File: config.mk
export PLATFORM = sky130hd
export DESIGN_NAME = shift_result_stage
export DESIGN_NICKNAME = d
export VERILOG_FILES = /design/src/rtl/shift_result_stage.sv
export SDC_FILE = /design/constraint.sdc
export NUM_CORES = 1
export LEC_CHECK = 0
export ABC_CLOCK_PERIOD_IN_PS = 2000
export CORE_MARGIN = 4
export CORE_UTILIZATION = 30
export CTS_CLUSTER_DIAMETER = 120
export DETAILED_ROUTE_END_ITERATION = 16
export RECOVER_POWER = 100
export SLEW_MARGIN = 20
export SYNTH_ARGS = -nofsm -noshare
export SYNTH_HDL_FRONTEND = slang
export SYNTH_SLANG_ARGS = --single-unit
File: constraint.sdc
create_clock -name clk -period 2 [get_ports clk]
set_clock_uncertainty 0.2 [all_clocks]
set_input_delay 0.4 -clock clk [delete_from_list [all_inputs] [get_ports clk]]
set_output_delay 0.4 -clock clk [all_outputs]
set_load 0.02 [all_outputs]
File: src/rtl/shift_result_stage.sv
// shift_result_stage: 2-entry skid buffer capturing shifter results, committing Z and feeding EX->ID forwarding
module shift_result_stage #(
  parameter int DATA_W = 16,
  parameter int REG_AW = 4
) (
  input  logic              clk,
  input  logic              rst,
  input  logic              in_valid,
  output logic              in_ready,
  input  logic [DATA_W-1:0] in_result,
  input  logic [1:0]        in_mode,
  input  logic [REG_AW-1:0] in_rd,
  input  logic              in_wr_en,
  input  logic              flush,
  output logic              out_valid,
  input  logic              out_ready,
  output logic [DATA_W-1:0] out_result,
  output logic [REG_AW-1:0] out_rd,
  output logic              out_wr_en,
  output logic              out_err,
  output logic              flag_z,
  output logic              fwd_valid,
  output logic [REG_AW-1:0] fwd_rd,
  output logic [DATA_W-1:0] fwd_data
);
  localparam int EW = DATA_W + REG_AW + 2;
  localparam logic [1:0] EMPTY = 2'd0;
  localparam logic [1:0] ONE = 2'd1;
  localparam logic [1:0] FULL = 2'd2;
  logic [1:0]    count_q, count_d;
  logic [EW-1:0] head_q, head_d, tail_q, tail_d, new_entry;
  logic          flag_z_q, flag_z_d;
  logic          push, pop, err_in, load_head, load_tail, shift;
  assign in_ready = ~rst & (count_q != FULL);
  assign out_valid = count_q != EMPTY;
  assign {out_result, out_rd, out_wr_en, out_err} = head_q;
  assign flag_z = flag_z_q;
  assign fwd_valid = out_valid & out_wr_en;
  assign fwd_rd = out_rd;
  assign fwd_data = out_result;
  assign push = in_valid & in_ready;
  assign pop = out_valid & out_ready;
  assign err_in = in_mode == 2'b11;
  // illegal mode never writes the register file
  assign new_entry = {in_result, in_rd, in_wr_en & ~err_in, err_in};
  always_comb begin
    load_head = ~flush & push & ((count_q == EMPTY) | ((count_q == ONE) & pop));
    load_tail = ~flush & push & (count_q == ONE) & ~pop;
    shift = ~flush & pop & (count_q == FULL);
    count_d = flush ? EMPTY : count_q + {1'b0, push} - {1'b0, pop};
    head_d = load_head ? new_entry : shift ? tail_q : head_q;
    tail_d = load_tail ? new_entry : tail_q;
    flag_z_d = (~flush & pop & out_wr_en & ~out_err) ? (out_result == '0) : flag_z_q;
  end
  always_ff @(posedge clk) begin
    if (rst) begin
      count_q <= EMPTY;
      head_q <= '0;
      tail_q <= '0;
      flag_z_q <= 1'b0;
    end else begin
      count_q <= count_d;
      head_q <= head_d;
      tail_q <= tail_d;
      flag_z_q <= flag_z_d;
    end
  end
endmodule

After elaboration in Yosys (flattened, before gate mapping)
Cells that the tools add are included.

Register bits after elaboration: 47. Input port bits: 28. Output and inout bits: 46.

Add/sub/neg operators: 2. Equal/unequal tests: 4. Muxes and demuxes: 2. Bitwise gates (word level): 20. Reductions and logical operators: 5.

Operators by type and width (number): two-way mux 22 bit (2); logical NOT 16 bit (1); bitwise AND 1 bit (14); inverter 1 bit (5); equality test 2 bit, second input constant (2); nonzero test 2 bit (2); adder 2 x 1 -> 2 bit (1); equality test 2 x 1 -> 1 bit, second input constant (1); logical NOT 2 bit (1); != test 2 bit, second input constant (1); OR reduction 2 bit (1); subtractor 2 x 1 -> 2 bit (1); bitwise OR 1 bit (1).

Logic depth before layout (Yosys ltp)
Gate-level depths: netlist of the first run.

Depth in word-level cells: 6. Gate-level depth with buffers: 7. Depth with buffers taken out: 6.

Least setup slack after synthesis of the first run
OpenSTA, ideal clock, no wires.

Kind: input -> output. Start: in rst. End: out in_ready. Arrival: 1260 ps. Required time: 1400 ps. Slack: 140 ps. Stages: 4. Path buffers: 3. Path through: buf_6 clkbuf_1 buf_1 a21oi_1.

Longest elaborated chain between the ends: 2.

RTL lines: from (decl) (RTL line 7) `input logic rst,`; inverter 1 bit (RTL line 34) `assign in_ready = ~rst & (count_q != FULL);`; bitwise AND 1 bit (RTL line 34); to (decl) (RTL line 9) `output logic in_ready,`.

Every way passes these cells.

Final worst setup path of the first run
Start: reg head_q[14]. End: out out_result[8].

RTL lines: from (decl) (RTL line 31) `logic [EW-1:0] head_q, head_d, tail_q, tail_d, new_entry;`; from (signal assigned) (RTL line 58) `head_q <= '0;`; from (signal assigned) (RTL line 63) `head_q <= head_d;`; to (decl) (RTL line 17) `output logic [DATA_W-1:0] out_result,`.

No word-level cell between the ends.

==> results of run 1 <==
## cell families after synthesis
group	Yosys count	share of synthesized area (%)
mux	2	0.8012
compound gates	75	21.43
simple gates	112	26.09
buf+inv	50	13.52
fa+ha+maj	1	0.5007
flops	47	37.66
## where the power goes
group          internal (mW)  total, mW  switching [mW]
clock                  0.377      0.720           0.343
combinational          0.176      0.371           0.195
sequential             0.961      0.988          0.0266
total                   1.51       2.08           0.565
## path summary, 6_finish.rpt
check	from	slack [ns]	end	cells after the start
hold reg to reg	tail_q[20]	0.27	head_q[20]	2
hold / removal	tail_q[20]	0.27	head_q[20]	2
setup reg to reg	count_q[1]	0.10	head_q[9]	5
setup / recovery	head_q[14]	0.06	out_result[8]	1
## through the flow
step	setup TNS, ns	power (mW)	area, um2	setup slack, ns	hold WS [ns]
after floorplan	0	1.220	2499	0.1402	0.2565
after global placement	-11.18	1.398	3254	-0.2687	0.2648
after detailed placement	-11.94	1.401	3254	-0.3347	0.2710
after CTS	0	2.113	3362	0.002512	0.2728
after global routing	0	2.164	3304	0.003096	0.2913
final	0	2.080	3304	0.06160	0.2664
## registers in the layout (all words and copies together) (netlist names)
register	flops
count_q	2
flag_z	1
head_q	22
tail_q	22
## cell usage in the layout (no fill, tap or decap), types with 3 or more instances in the layout
| cell type | count |
|---|---|
| clkdlybuf4s50_1 | 58 |
| nand2_1 | 47 |
| dfxtp_1 | 47 |
| a21oi_1 | 24 |
| nand3_1 | 22 |
| nor3_2 | 15 |
| a311oi_1 | 15 |
| o21ai_0 | 12 |
| o21ai_1 | 12 |
| buf_4 | 12 |
| dlygate4sd2_1 | 8 |
| a311oi_2 | 7 |
| nor3_1 | 6 |
| clkbuf_8 | 5 |
| clkbuf_1 | 4 |
| buf_12 | 4 |
| inv_1 | 3 |
| nand2b_1 | 3 |
| nor4_1 | 3 |
## layer usage
metal / track usage [%] / share of wire [%] / wire [um] / vias to the layer above
met5: 0 / 0 / 0 / -
met4: 4.517 / 1.8 / 126 / 0
met3: 2.104 / 4.4 / 306 / 13
met2: 22.57 / 47 / 3260 / 50
met1: 18.23 / 46 / 3210 / 1084
li1: - / - / - / 1125
## area by class of cell
cell class	instances	area [um2]	share of cell area [%]
tap	105	131.4	3.976
clock inverter	3	46.29	1.401
inverter	3	11.26	0.3408
sequential	47	940.9	28.47
clock buffer	5	68.82	2.083
multi-input combinational	190	1207	36.54
timing repair buffer	94	898.4	27.19
## timing repair
item                       in CTS  in global routing
resized for setup              10                  6
cloned                          0                  2
pin swaps                       1                  0
setup endpoints to repair       9                 16
==> results.md, run 1 <==
- Initial core utilization: 30.56%
- Synth area leader: dfxtp_1
- Hold_buf cts: 0
- Peak supply drop: 0.0002999 V
- Buf/Inv on CP: 1
- ANT cells: 0
- Reg clk slew, reported paths: 0.10 ns
- Max Cap Violations: 0
- Post-Synthesis Cells: 287
- Routed via count: 2272
- Share of layout cells above drive strength 1: 17.25%
- Seq/Total Area, Yosys: 37.66%
- Critical path's slowest cell: clkdlybuf4s50_1
- Distinct cell type count after synthesis: 36
- Initial antenna violation count: 0
- Placed Cells: 437
- Routed Antenna Nets: 0
- Post-Route WL: 6.904 mm
- Die X: 99.26 um
- TritonCTS clock tree: built
- Setup bufs post-CTS: 0
- Cell area power density: 629.3 nW/um2
- Synth Cell Area: 2499 um2
- Post-synthesis async set-or-reset flop share: 0%
- Max incr delay on CP: 0.63 ns
- Die area: 9853 um2
- Critical path arrival: 1.34 ns
- Slew margin rel.: 70.11%
- Area Growth Syn to Fin: 32.25%
- Routed length per instance: 15.45 um
- GRT overflow: 0
- Htree depth: 2
- Hold Violations, Final: 0
- FMAX: 0.5159 GHz
- Critical path's top delay family: buffers and inverters
- Final Util: 40.42%
- Dpl hpwl: 4.701 mm
- Outcome: completed
- CP required: 1.40 ns
- Post-route insts no fill: 447
- Filler cells: 843
- Syn Area/Cell: 8.706 um2
- Yosys top cell area share: 37.66%
- Synth warn: 0
- Worst skew pair latency: 0.31 ns
- Clock sink count: 47
- Clk root buf: clkbuf_8
- Startpoint Class: flip-flop
- Vias in the first global route: 2185
- Io pins: 74
- CP endpoint kind: output port
- Fin. max-slew vios: 0
- # rows: 33
- Leak Pwr: 1.120 nW
- Largest net degree at the start of global routing: 51
- Synth cell count leaders: dfxtp_1, nand2_1, a21oi_1
- Longest Clk Path Bufs: 2
- Crit-path cells: clkdlybuf4s50_1
- Worst setup path class: reg2out
- CTS Buf Count: 5
- Post-synth EDFFs: 0
- HP Class: reg2reg
- Final period util: 96.92%
- GR Util All Layers: 13.66%
- Syn Nets: 316
- Top cells by area, synth: dfxtp_1, nor3_2, nand2_1, buf_4, a311oi_2
- Core Box Area: 8175 um2
- Crit Path Max Fanout: 4
- Synth Register Bits: 47
- Predominant post-synthesis flop cell: dfxtp_1
- Fin crit period: 1.938 ns
- DRT Pass-1 Iters: 4
- Unrepaired setup endpoints after global routing: false
- Final nets: 370
- Setup violators final: 0
- Initial DRC count: 75
- Slew @ Worst Pin: 0.4427 ns
- Final Wtd Congestion: 0.7370
- Remaining DRCs: 0
- First-pass GRT wire length: 11.01 mm
- Vias/cell: 5.083
- Chip height: 99.26 um
- Port Buffers: 73
No activity file was read; power rests on OpenSTA's default activity.
==> inputs of run 2 (changes only) <==
--- a/config.mk
+++ b/config.mk
@@ -11,6 +11,7 @@
 export CTS_CLUSTER_DIAMETER = 120
 export DETAILED_ROUTE_END_ITERATION = 16
 export RECOVER_POWER = 100
+export SKIP_CTS_REPAIR_TIMING = 1
 export SLEW_MARGIN = 20
 export SYNTH_ARGS = -nofsm -noshare
 export SYNTH_HDL_FRONTEND = slang
==> run 2 against run 1 <==
Critical path depth is the same; clock power shrank 0.6%; global-route usage is the same; non-clock buffer count shrank 2; maximum frequency is essentially flat; worst setup slack lost 0.00088 ns; sequential cell count is the same; largest cell class unchanged; largest power group unchanged.
==> results.md, run 2 (synthesized netlist as in run 1, its figures left out) <==
- Biggest regs: head_q: 22 flops, tail_q: 22 flops, count_q: 2 flops
- DRT Pass-1 Iters: 4
- TritonCTS clock tree: built
- Port Buffers: 73
- Htree depth: 2
- Hold Violations, Final: 0
- First-pass GRT wire length: 11.01 mm
- Io pins: 74
- Most common cell after layout, fill and taps aside: clkdlybuf4s50_1
- GRT overflow: 0
- Final Wtd Congestion: 0.7370
- Post-Route WL: 6.649 mm
- Hold WS: 0.2632 ns
- Chip height: 99.26 um
- Share of layout cells above drive strength 1: 17.65%
- Core Box Area: 8175 um2
- HP Class: reg2reg
- Worst r2r dst: tail_q[8]
- Clk root buf: clkbuf_8
- Buf/Inv on CP: 1
- Final Util: 40.07%
- GR Util All Layers: 13.66%
- Largest net degree at the start of global routing: 51
- Clock sink count: 47
- Critical path's top delay family: buffers and inverters
- # rows: 33
- Slew @ Worst Pin: 0.4438 ns
- Outcome: completed
- Critical path's slowest cell: clkdlybuf4s50_1
- Register-to-register path setup slack: 0.10 ns
- Unrepaired setup endpoints after global routing: false
- Initial core utilization: 30.56%
- Vias in the first global route: 2184
- Fin. max-slew vios: 0
- Routed via count: 2244
- Worst setup path class: reg2out
- Most frequent cells in the layout: clkdlybuf4s50_1, nand2_1, dfxtp_1
- Crit-path cells: clkdlybuf4s50_1
- Worst setup path start: head_q[14]
- Vias/cell: 5.043
- Fin crit period: 1.939 ns
- Final nets: 368
- RR Startpoint: count_q[1]
- CP endpoint kind: output port
- Die area: 9853 um2
- Peak supply drop: 0.0003031 V
- Critical Path Sink: out_result[8]
- Crit Path Max Fanout: 4
- Max Cap Violations: 0
- Remaining DRCs: 0
- Final period util: 96.96%
- Area Growth Syn to Fin: 31.10%
- CP required: 1.40 ns
- Slew margin rel.: 70.04%
- Routed Antenna Nets: 0
- Setup violators final: 0
- Reg clk slew, reported paths: 0.10 ns
- ANT cells: 0
- Leak Pwr: 1.106 nW
- Max incr delay on CP: 0.63 ns
- Cell area power density: 631.7 nW/um2
- Longest Clk Path Bufs: 2
- Routed length per instance: 14.94 um
- Dpl hpwl: 4.701 mm
- Initial DRC count: 92
- Die X: 99.26 um
- Worst skew pair latency: 0.31 ns
- CTS Buf Count: 5
- FMAX: 0.5157 GHz
- Startpoint Class: flip-flop
- Critical path arrival: 1.34 ns
- FF-to-FF path depth: 5
- CP Depth: 1
- Initial antenna violation count: 0
[run 2: cell count changes in the layout (fill, tap and decap cells not counted), sizes merged]
cell / delta
dlygate4sd2: -8
clkbuf: +5
dlymetal6s2s: +1
[run 2: tightest hold or removal path, cell delays in order, from the launching register on]
cell	delay (ns)
dfxtp_1	0.31
nand2_1	0.05
a311oi_1	0.07
[run 2: area by class of cell]
type	instances	area, um2
Clock buffer	5	68.82
Clock inverter	3	46.29
Fill cell	850	4900
Inverter	3	11.26
Multi-Input combinational cell	190	1216
Sequential cell	47	940.9
Tap cell	105	131.4
Timing Repair Buffer	92	860.8
[run 2: power by group]
part	leakage, nW	internal (mW)	switching [mW]
clock	0.0548	0.377	0.339
combinational	0.670	0.173	0.192
sequential	0.381	0.961	0.0267
[run 2: how the worst min path moves through the flow]
stage                     startpoint    endpoint  slack (ns)  depth (start not counted)
final                     tail_q[20]  head_q[20]        0.26                          2
after global routing      tail_q[20]  head_q[20]        0.29                          2
after CTS                 tail_q[20]  head_q[20]        0.27                          2
after detailed placement  tail_q[16]  head_q[16]        0.27                          2
after global placement    tail_q[11]  head_q[11]        0.26                          2
after floorplan           tail_q[12]  head_q[12]        0.26                          2
[run 2: metal layers]
metal | global-route usage [%] | share of wire (%)
met3 | 2.104 | 5.2
met1 | 18.23 | 46
met5 | 0 | 0
met4 | 4.517 | 1.7
met2 | 22.57 | 47
[run 2: per-stage QoR]
stage | power (mW) | cells | setup slack [ns] | area (um2) | TNS (ns)
3_5_place_dp | 1.401 | 437 | -0.3347 | 3254 | -11.94
2_1_floorplan | 1.220 | 287 | 0.1402 | 2499 | 0
4_1_cts | 2.118 | 445 | -0.1506 | 3369 | -0.5135
3_3_place_gp | 1.398 | 437 | -0.2687 | 3254 | -11.18
6_report | 2.069 | 445 | 0.06072 | 3276 | 0
5_1_grt | 2.159 | 445 | 0.003096 | 3276 | 0
==> inputs of run 3 (changes only) <==
--- a/config.mk
+++ b/config.mk
@@ -6,10 +6,10 @@
 export NUM_CORES = 1
 export LEC_CHECK = 0
 export ABC_CLOCK_PERIOD_IN_PS = 2000
-export CORE_MARGIN = 4
 export CORE_UTILIZATION = 30
 export CTS_CLUSTER_DIAMETER = 120
 export DETAILED_ROUTE_END_ITERATION = 16
+export PLACE_DENSITY = 0.66
 export RECOVER_POWER = 100
 export SKIP_CTS_REPAIR_TIMING = 1
 export SLEW_MARGIN = 20
==> run 3 against run 2 <==
Combinational power rose by 3%; utilization rose by 2.9 points; die area fell by 12%; sequential power barely moved; worst setup slack got worse by 0.0010 ns; highest routed layer unchanged; first-iteration DRC count rose by 91%; clock-buffer cell count did not move; non-clock buffer count rose by 3; critical path type unchanged; global-route usage rose by 1.5 points; sequential share of layout area fell by 0.94 points; via count rose by 1.5%; register-to-register slack improved by 0.18 ns.
==> results.md, run 3 (synthesized netlist as in run 1, its figures left out) <==
- Buf/Inv on CP: 1
- HP Class: reg2reg
- Startpoint Class: flip-flop
- Final Wtd Congestion: 0.7938
- Clock network fraction of total power: 37.5%
- ANT cells: 0
- Final Util: 42.94%
- Critical path's slowest cell: clkdlybuf4s50_1
- Worst setup path class: reg2out
- TritonCTS clock tree: built
- Most frequent cells in the layout: clkdlybuf4s50_1, nand2_1, dfxtp_1
- Critical path's top delay family: buffers and inverters
- Routed Antenna Nets: 0
- Fin. max-slew vios: 0
- Critical path arrival: 1.34 ns
- Leak Pwr: 1.156 nW
- Vias in the first global route: 2061
- CP required: 1.40 ns
- Outcome: completed
- Unrepaired setup endpoints after global routing: true
- Crit Path Max Fanout: 4
- Initial core utilization: 31.68%
- Htree depth: 2
- Max incr delay on CP: 0.63 ns
- FMAX: 0.5154 GHz
- TNS Setup: 0 ns
- Routed via count: 2277
- Slew @ Worst Pin: 0.4110 ns
- Peak supply drop: 0.0002663 V
- First-pass GRT wire length: 10.43 mm
- Clk root buf: clkbuf_8
- Reg clk slew, reported paths: 0.09 ns
- Die X: 93.26 um
- Die area: 8697 um2
- Sw frac: 24.91%
- Max Cap Violations: 0
- Vias/cell: 5.117
- DRT Pass-1 Iters: 4
- Crit-path cells: clkdlybuf4s50_1
- Io pins: 74
- # rows: 32
- Internal Power: 1.641 mW
- Initial antenna violation count: 0
- Biggest regs: head_q: 22 flops, tail_q: 22 flops, count_q: 2 flops
- CTS Buf Count: 5
- Port Buffers: 73
- Routed length per instance: 14.53 um
- Core Box Area: 7888 um2
- GR Util All Layers: 15.17%
- Register area: 940.9 um2
- Chip height: 93.26 um
- Fin crit period: 1.940 ns
- Most common cell after layout, fill and taps aside: clkdlybuf4s50_1
- GRT overflow: 0
- Psw: 544.4 uW
- Share of layout cells above drive strength 1: 19.24%
- Post-Route WL: 6.467 mm
- Dpl hpwl: 4.621 mm
- Remaining DRCs: 0
- Power share of the combinational group: 17.2%
- Area Growth Syn to Fin: 35.55%
- Setup violators final: 0
- Cell area power density: 645.2 nW/um2
- Hold WS: 0.2841 ns
- CP endpoint kind: output port
- Worst skew pair latency: 0.30 ns
- Slew margin rel.: 72.25%
- Final nets: 371
- Multi-input logic area: 1235 um2
- Hold Violations, Final: 0
- Reg power frac: 45.2%
- Overall power: 2.185 mW
- Clock sink count: 47
- Largest net degree at the start of global routing: 29
- Initial DRC count: 176
- Filler cells: 777
- Final period util: 97.01%
- Longest Clk Path Bufs: 2
## run 3: cell count changes in the layout (fill, tap and decap cells not counted), moves of 3 or more
| cell | before | now |
|---|---|---|
| o21ai_1 | 8 | 22 |
| o21ai_0 | 16 | 2 |
| clkbuf_1 | 10 | 7 |
| a311oi_1 | 15 | 12 |
| clkdlybuf4s50_1 | 58 | 61 |
| a311oi_2 | 7 | 10 |
| buf_4 | 12 | 15 |
## run 3: metal layers
layer | share of wire [%] | GRT usage, % | vias to the layer above
li1 | - | - | 1122
met2 | 51 | 25.49 | 57
met3 | 4.6 | 2.520 | 6
met1 | 43 | 19.83 | 1092
met4 | 1.2 | 4.615 | 0
met5 | 0 | 0 | -
## run 3: power groups by stage
stage | Clock, mW | Combinational, mW | Sequential, mW
after global placement | 0 | 0.384 | 1.01
after floorplan | 0 | 0.188 | 1.03
after CTS | 0.837 | 0.387 | 0.989
after global routing | 0.881 | 0.401 | 0.993
after detailed placement | 0 | 0.385 | 1.01
final | 0.820 | 0.376 | 0.989
## run 3: final cells by class
class / instances / area share, %
clock buffer: 5 / 2.032
clock inverter: 3 / 1.995
inverter: 3 / 0.3325
multi-input combinational: 190 / 36.46
sequential: 47 / 27.78
tap: 102 / 3.768
timing repair buffer: 95 / 27.63
## run 3: path summary, 6_finish.rpt
check	from	slack [ns]	endpoint	cells past startpoint
max	head_q[16]	0.06	out_result[10]	1
min	tail_q[18]	0.28	head_q[18]	2
max reg2reg	count_q[0]	0.28	head_q[16]	5
min reg2reg	tail_q[18]	0.28	head_q[18]	2
## run 3: per-stage QoR
step | worst slack, ns | instance area (um2) | instances
floorplan | 0.1402 | 2499 | 287
global placement | -0.2984 | 3273 | 437
detailed placement | -0.3585 | 3273 | 437
CTS | -0.1709 | 3410 | 445
global route | -0.02140 | 3387 | 445
finish | 0.05972 | 3387 | 445
